[src/rtl/midi_tx.sv]
// Serial MIDI transmitter: valid/ready byte FIFO feeding an 8N1, LSB-first frame shifter.
// The line idles high and every bit lasts CLK_DIV clock cycles.
module midi_tx #(
  parameter int unsigned CLK_DIV = 384,
  parameter int unsigned FIFO_AW = 2
) (
  input  logic             clk,
  input  logic             reset,
  input  logic [7:0]       tx_data,
  input  logic             tx_valid,
  output logic             tx_ready,
  output logic             midi_out,
  output logic             busy,
  output logic [FIFO_AW:0] fifo_count
);

  localparam int unsigned Depth = 1 << FIFO_AW;
  localparam int unsigned BaudW = $clog2(CLK_DIV);
  localparam logic [BaudW-1:0] BaudMax = BaudW'(CLK_DIV - 1);
  localparam logic [FIFO_AW:0] CountFull = (FIFO_AW + 1)'(Depth);

  typedef enum logic [1:0] {StIdle, StStart, StData, StStop} state_e;

  state_e             state_q, state_d;
  logic [7:0]         mem_q [Depth];
  logic [FIFO_AW-1:0] wr_ptr_q, rd_ptr_q;
  logic [FIFO_AW:0]   count_q;
  logic [BaudW-1:0]   baud_q, baud_d;
  logic [2:0]         bit_q, bit_d;
  logic [7:0]         shift_q, shift_d;
  logic               out_q, out_d;
  logic               push, pop, baud_zero;

  // Ready looks only at the registered count, so a same-cycle pop never raises it.
  assign tx_ready   = (count_q != CountFull);
  assign push       = tx_valid & tx_ready;
  assign baud_zero  = (baud_q == '0);
  assign fifo_count = count_q;
  assign midi_out   = out_q;
  assign busy       = (state_q != StIdle) | (count_q != '0);

  always_comb begin
    state_d = state_q;
    baud_d  = baud_zero ? BaudMax : baud_q - BaudW'(1);
    bit_d   = bit_q;
    shift_d = shift_q;
    out_d   = out_q;
    pop     = 1'b0;
    unique case (state_q)
      StIdle: begin
        out_d  = 1'b1;
        baud_d = BaudMax;
        if (count_q != '0) begin
          pop     = 1'b1;
          shift_d = mem_q[rd_ptr_q];
          out_d   = 1'b0;
          state_d = StStart;
        end
      end
      StStart: begin
        if (baud_zero) begin
          out_d   = shift_q[0];
          bit_d   = 3'd0;
          state_d = StData;
        end
      end
      StData: begin
        if (baud_zero) begin
          if (bit_q == 3'd7) begin
            out_d   = 1'b1;
            state_d = StStop;
          end else begin
            out_d   = shift_q[1];
            shift_d = {1'b0, shift_q[7:1]};
            bit_d   = bit_q + 3'd1;
          end
        end
      end
      StStop: begin
        if (baud_zero) begin
          // Chain straight into the next start bit so frames run back-to-back.
          if (count_q != '0) begin
            pop     = 1'b1;
            shift_d = mem_q[rd_ptr_q];
            out_d   = 1'b0;
            state_d = StStart;
          end else begin
            state_d = StIdle;
          end
        end
      end
      default: state_d = StIdle;
    endcase
  end

  always_ff @(posedge clk) begin
    if (reset) begin
      state_q <= StIdle;
      baud_q  <= '0;
      bit_q   <= '0;
      shift_q <= '0;
      out_q   <= 1'b1;
    end else begin
      state_q <= state_d;
      baud_q  <= baud_d;
      bit_q   <= bit_d;
      shift_q <= shift_d;
      out_q   <= out_d;
    end
  end

  always_ff @(posedge clk) begin
    if (reset) begin
      wr_ptr_q <= '0;
      rd_ptr_q <= '0;
      count_q  <= '0;
    end else begin
      if (push) wr_ptr_q <= wr_ptr_q + FIFO_AW'(1);
      if (pop) rd_ptr_q <= rd_ptr_q + FIFO_AW'(1);
      if (push && !pop) begin
        count_q <= count_q + (FIFO_AW + 1)'(1);
      end else if (pop && !push) begin
        count_q <= count_q - (FIFO_AW + 1)'(1);
      end
    end
  end

  // Storage needs no reset; clearing the pointers discards the contents.
  always_ff @(posedge clk) begin
    if (push) mem_q[wr_ptr_q] <= tx_data;
  end

endmodule

[config.mk]
export PLATFORM = sky130hd
export DESIGN_NAME = midi_tx
export DESIGN_NICKNAME = d
export VERILOG_FILES = /design/src/rtl/midi_tx.sv
export SDC_FILE = /design/constraint.sdc
export NUM_CORES = 1
export LEC_CHECK = 0
export CORE_MARGIN = 4
export CORE_UTILIZATION = 56
export CTS_BUF_LIST = sky130_fd_sc_hd__clkbuf_4 sky130_fd_sc_hd__clkbuf_8 sky130_fd_sc_hd__clkbuf_16
export DETAILED_ROUTE_END_ITERATION = 6
export PLACE_DENSITY = 0.76
export SLEW_MARGIN = 20
export SYNTH_ARGS = -nofsm -noshare
export SYNTH_HDL_FRONTEND = slang
export SYNTH_SLANG_ARGS = --single-unit
export TNS_END_PERCENT = 100
[constraint.sdc]
create_clock -name clk -period 3.1 [get_ports clk]
set_input_delay 0.62 -clock clk [delete_from_list [all_inputs] [get_ports clk]]
set_output_delay 0.62 -clock clk [all_outputs]
set_load 0.05 [all_outputs]
==> flow_metrics.py, run 1 <==
metrics = {
    "power": {
        "power_density_mw_per_mm2": 933.8,
        "p_leak_nw": 1.168,
        "pwr-share-seq": 0.396,
        "comb_power_share": 0.385,
        "sw_frac_of_total": 0.3711,
        "p_int_mw": 1.941,
        "ir_drop_mv": 0.7398,
        "p_sw_mw": 1.145,
        "clockPowerShare": 0.219,
    },
    "logic_synthesis": {
        "synth_common_cells": "32 x dfxtp_1, 32 x edfxtp_1, 26 x a21oi_1, 18 x mux2i_1",
        "syn_area_per_cell_um2": 11.69,
        "synth.distinct_cells": 45,
        "ys.flop_type": "edfxtp_1",
        "synth-edff-count": 32,
        "netlist_top_cells_area": "edfxtp_1 33%, dfxtp_1 22%, mux2i_1 6.2%, ha_1 5.6%, a21oi_1 4.5%",
        "syn-cell-area_mm2": 0.002887,
        "ys_seq_area_frac": 0.5548,
        "yosys_warnings": 0,
        "async_flop_share": 0,
        "synth_top_area_cell": "edfxtp_1",
        "synth_top_area_share": 0.3329,
        "syn_nets": 272,
        "synth-seq-cells": 64,
        "syn_inst": 247,
    },
    "route": {
        "num_vias": 1911,
        "wl_um": 5276,
        "routedWlPerCell_um": 15.52,
        "ant_nets": 0,
        "drt_iter0_markers": 113,
        "drt-vias-per-instance": 5.621,
        "first_pass_iters": 4,
        "drc": 0,
    },
    "clock_network": {
        "cts_resized": 0,
        "cts_sinks": 64,
        "htree_levels": 3,
        "cts_buffers": 9,
        "clk_latency_ns": 0.33,
        "cts_root_buffer": "clkbuf_8",
        "tritoncts": "yes",
        "clockBufferDepth": 2,
        "postCtsSetupRepairBufs": 0,
        "clk_pin_slew_ns": 0.06,
        "hold_buffers": 0,
    },
    "place": {
        "portBuffers": 16,
        "dp_hpwl_um": 3591,
        "pre_cts_ws_ns": 0.4885,
        "globalplace.congestion": 0.7468,
    },
    "setup_path": {
        "cp.buffers_inverters": 2,
        "cp-start-kind": "register",
        "rrSetupSlack_ns": 0.53,
        "crit_start": "state_q[0]$_SDFFE_PP0P_",
        "critPathRequiredTime_ns": 2.48,
        "critPathCaptureType": "output pin",
        "crit_path_top_delay_cell": "clkdlybuf4s50_1",
        "path_cells": "inv_1 > ha_1 > nand2_1 > clkdlybuf4s50_1",
        "worstPathMaxFanout": 7,
        "cp_top_family": "buffers and inverters",
        "r2r_cells": 10,
        "cp_data_arrival_time_ns": 2.03,
        "max_stage_delay_ns": 0.80,
        "rr_endpoint": "fifo_count[2]$_SDFFE_PP0P_",
        "r2r_start": "state_q[0]$_SDFFE_PP0P_",
        "path_class": "reg -> out",
    },
    "die": {
        "die_w_um": 79.80,
        "die_area_mm2": 0.006367,
        "core_area_mm2": 0.004848,
        "initial_core_util": 0.5954,
        "pin_count": 17,
        "die_y_um": 79.80,
        "num_rows": 25,
    },
    "sta": {
        "period_share": 0.8564,
        "relSlewSlack": 0.3939,
        "slew_viol_final": 0,
        "hold_violations": 0,
        "rsz0062_at_grt": "false",
        "final-setup-viol-count": 0,
        "finClkSkew_ns": 0.007552,
        "worst_pin_slew_ns": 0.9078,
        "fin_setup_tns_ns": 0,
        "fmax_ghz": 0.3767,
        "worst_slack_ns": 0.4451,
        "fin_crit_ns": 2.655,
    },
    "hold_path": {
        "hold_depth": 1,
        "hold_end": "baud_q[0]$_SDFF_PP0_",
        "hp-class": "reg -> reg",
        "hold_start": "baud_q[0]$_SDFF_PP0_",
    },
    "status": {
        "outcome": "completed",
    },
    "global_routing": {
        "grt_util_all_layers": 0.1832,
        "grt-ovfl-total": 0,
        "grt_pass1_vias": 1879,
        "grt_max_degree": 22,
        "antenna_found_initial": 0,
        "grt_pass1_wl_um": 8714,
    },
    "cells_and_area": {
        "diodes": 0,
        "syn2layout_area_growth_pct": 14.48,
        "layout-drive-gt1-share": 0.08425,
        "layout.nets": 293,
    },
    "job": {
        "max_cap_viol_count": 0,
    },
}
-- placed cells by master (no fill, tap or decap), drive strengths merged, types with 2 or more instances in the layout --
cell           count
clkdlybuf4s50     16
a21oi             27
nand2b            11
nor4               3
nor2b              4
or3b               2
nor4b              3
o21ai             11
nor3               3
clkbuf            11
or3                3
and2               4
buf                3
clkinv             4
nor2              13
mux2i             18
a22oi              7
nand4              7
inv                7
edfxtp            32
dfxtp             32
ha                13
a31oi              2
xor2               5
nand2             10
or2                2
xnor2              4
-- power by group through the flow --
stage | clock network (mW) | registers [mW] | logic (mW)
floorplan | 0 | 1.25 | 0.854
global placement | 0 | 1.23 | 1.16
detailed placement | 0 | 1.24 | 1.19
CTS | 0.691 | 1.22 | 1.20
global route | 0.726 | 1.24 | 1.32
finish | 0.677 | 1.22 | 1.19
-- routing by layer --
layer	up-vias	global-route usage	share of wire	wire [um]
li1	954	-	-	-
met1	920	0.2355	0.47	2491
met2	32	0.2830	0.47	2505
met3	5	0.05530	0.038	200
met4	0	0.08615	0.015	78
met5	-	0	0	0
-- final cells by class --
type / count / area, um2
flip-flops and latches: 64 / 1602
fillers: 367 / 1544
multi-input cells: 167 / 1222
repair buffers: 19 / 182.7
clock buffers: 11 / 138.9
well taps: 67 / 83.83
clock inverters: 5 / 48.80
inverters: 7 / 26.28
-- sequential cells by signal, indices dropped and copies added (netlist names), named ones only --
name,cells
baud_q,9
bit_q,3
fifo_count,3
mem_q,32
midi_out,1
rd_ptr_q,2
shift_q,8
state_q,2
wr_ptr_q,2
-- through the flow --
stage	power (mW)	util	cells	instance area [um2]	hold WS (ns)
finish	3.086	0.6815	340	3304	0.4584
global route	3.291	0.6815	340	3304	0.4873
CTS	3.110	0.6815	340	3304	0.4620
detailed placement	2.424	0.6428	324	3117	0.4552
global placement	2.387	0.6428	324	3117	0.4441
floorplan	2.104	-	247	2887	0.4327
-- worst max-delay path by stage --
stage                                             to  slack, ns  depth (start not counted)
after detailed placement  fifo_count[2]$_SDFFE_PP0P_       0.49                          8
after global placement    fifo_count[2]$_SDFFE_PP0P_       0.55                          8
after floorplan           fifo_count[2]$_SDFFE_PP0P_       0.56                          8
final                                           busy       0.45                          4
after global routing      fifo_count[2]$_SDFFE_PP0P_       0.30                         10
after CTS                                       busy       0.42                          4
-- cells by family (layout without fill, tap and decap cells) --
| family | after synthesis | in the layout | synth area share |
|---|---|---|---|
| buffers and inverters | 16 | 42 | 0.02167 |
| adder cells (fa/ha/maj) | 14 | 14 | 0.06329 |
| AO/OA/AOI/OAI | 56 | 56 | 0.1162 |
| flip-flops | 64 | 64 | 0.5548 |
| multiplexers | 20 | 20 | 0.07412 |
| XOR/XNOR | 9 | 9 | 0.02731 |
| AND/OR/NAND/NOR | 68 | 68 | 0.1426 |
(Power assumes the default switching activity.)
==> run 2: changes to the inputs <==
Settings changed: SKIP_LAST_GASP set to 1.
==> results of run 2 <==
Final layout, timing and power as in run 1 (identical DEF).
==> RTL change (flow settings as in run 2) <==
Reset style: asynchronous (`reset`), changed in 2 clocked blocks.
--- a/src/rtl/midi_tx.sv
+++ b/src/rtl/midi_tx.sv
@@ -93,7 +93,7 @@
     endcase
   end
 
-  always_ff @(posedge clk) begin
+  always_ff @(posedge clk or posedge reset) begin
     if (reset) begin
       state_q <= StIdle;
       baud_q  <= '0;
@@ -109,7 +109,7 @@
     end
   end
 
-  always_ff @(posedge clk) begin
+  always_ff @(posedge clk or posedge reset) begin
     if (reset) begin
       wr_ptr_q <= '0;
       rd_ptr_q <= '0;
Behaviour: differs if reset is asserted again (counterexample within 4 cycles, from zero or initial values and one cycle with reset high); with reset held inactive, the same outputs for 10 cycles.
==> RTL change against run 2 <==
  * Synthesized area rose by 2.2%
  * Global-route usage fell by 1.3 points
  * Fmax fell by 2.1%
  * Sequential cell count fell by 2
  * Routed wire length fell by 9.6%
  * Die area rose by 2.0%
  * Worst hold slack improved by 0.040 ns
  * Cell count fell by 13%
  * Worst setup slack got worse by 0.056 ns
  * Cell area rose by 2.1%
  * First-iteration DRC count rose by 9.7%
  * Clock skew fell by 0.0039 ns
  * Largest cell class unchanged
  * Highest routed layer unchanged
Power is not compared: it rests on default switching activity, and its combinational part moved more than twofold at a synthesized area within 25%.
==> RTL change: results (changes against run 2) <==
[status]
status = completed  ; unchanged

[global_routing]
track_usage = 0.170  ; was 0.183
grt_first_pass_wirelength_mm = 8.15  ; was 8.71 mm
grt_pass1_vias = 1680  ; was 1879
grt_start_max_net_pins = 31  ; was 22

[placed_design]
gp_congestion = 0.876  ; was 0.747
place_ws_ns = 0.502  ; was 0.488 ns
hpwlAfterDp_mm = 3.36  ; was 3.59 mm
place_inst = 281  ; was 324

[timing]
clock_skew_ns = 0.00368  ; was 0.00755 ns
worst_pin_slew_ns = 0.622  ; was 0.908 ns

[layout]
reg_top3 = mem_q x32, baud_q x9, shift_q x8  ; unchanged
n_fill_cell = 384  ; was 367
fin_cells = 297  ; was 340

[synth]
syn_area_per_cell_sq_um = 14.9  ; was 11.7 sq um
synth.area.top_cells = edfxtp_1 (33%), dfrtp_1 (25%), ha_1 (6.4%), mux4_2 (6.1%), mux2_4 (4.1%)  ; was edfxtp_1 (33%), dfxtp_1 (22%), mux2i_1 (6.2%), ha_1 (5.6%), a21oi_1 (4.5%)
yosys.cell_types.count = 43  ; was 45
syn_nets = 225  ; was 272
synth-edff-count = 32  ; unchanged
synth_common_cells = edfxtp_1 (32), dfrtp_1 (29), ha_1 (15), nand2_1 (13)  ; was dfxtp_1 (32), edfxtp_1 (32), a21oi_1 (26), mux2i_1 (18)
synthArstFlopShare = 0.484  ; was 0
ys_seq_area_frac = 0.581  ; was 0.555

[setup_path]
cp_max_fo = 8  ; was 7
slowest_delay_ns = 0.72  ; was 0.80 ns
critical_path_arrival_ns = 2.09  ; was 2.03 ns
worstReg2RegStart = baud_q[0]  ; was state_q[0]
crit_start = fifo_count[0]  ; was state_q[0]

[detailed_routing]
viasPerCell = 5.45  ; was 5.62
routed_wl_mm = 4.77  ; was 5.28 mm
drt_iter0_drc = 124  ; was 113

[clocking]
clockBufferDepth = 2  ; unchanged

[worst_hold_path]
hp-start = baud_q[0]  ; unchanged

-- RTL change: logic make-up after synthesis --
family / count (synthesis) / synth area share
compound gates: 21 / 0.0513
xor+xnor: 12 / 0.0356
fa+ha+maj: 16 / 0.0704
buf+inv: 15 / 0.0233
flops: 62 / 0.581
mux: 26 / 0.140
simple gates: 46 / 0.0988
-- RTL change: metrics by stage --
stage	power [uW]	hold WS (ns)	instance area, sq um
2_1_floorplan	1360	0.452	2950
3_3_place_gp	1480	0.467	3180
6_report	2160	0.499	3370
5_1_grt	2270	0.532	3370
4_1_cts	2180	0.503	3370
3_5_place_dp	1510	0.494	3180
-- RTL change: layer usage --
metal | track usage | wire (um) | up-vias
li1 | - | - | 773
met1 | 0.235 | 2280 | 820
met2 | 0.249 | 2300 | 20
met3 | 0.0437 | 108 | 7
met4 | 0.0878 | 76 | 0
met5 | 0 | 0 | -
-- RTL change: area by class of cell --
cell class / instances / area (sq um) / area share
Tap cell: 70 / 87.6 / 0.0260
Multi-Input combinational cell: 121 / 1170 / 0.346
Clock inverter: 6 / 61.3 / 0.0182
Inverter: 10 / 37.5 / 0.0111
Clock buffer: 10 / 131 / 0.0389
Timing Repair Buffer: 18 / 175 / 0.0519
Sequential cell: 62 / 1710 / 0.508
-- RTL change: how the worst max path moves through the flow --
stage / endpoint / slack, ns / cells after the start
finish: busy / 0.39 / 3
global route: busy / 0.24 / 3
CTS: busy / 0.37 / 3
detailed placement: fifo_count[1] / 0.50 / 9
global placement: fifo_count[1] / 0.61 / 9
floorplan: fifo_count[2] / 0.50 / 9
-- RTL change: where the power goes --
part | total (uW) | leakage, uW | internal [uW] | switching, uW
sequential | 1060 | 0.000637 | 997 | 64.4
combinational | 421 | 0.000632 | 168 | 253
clock | 678 | 0.0000914 | 377 | 301
total | 2160 | 0.00136 | 1540 | 618
-- RTL change: worst reg2reg max path, cell delays in order, from the launching register on --
cell and delay [ns]:
dfrtp_1 0.41, inv_1 0.09, ha_1 0.15, nor4b_4 0.30, a31oi_1 0.16, or3_1 0.39, ha_1 0.23, inv_1 0.07
fa_1 0.40, mux2_2 0.27
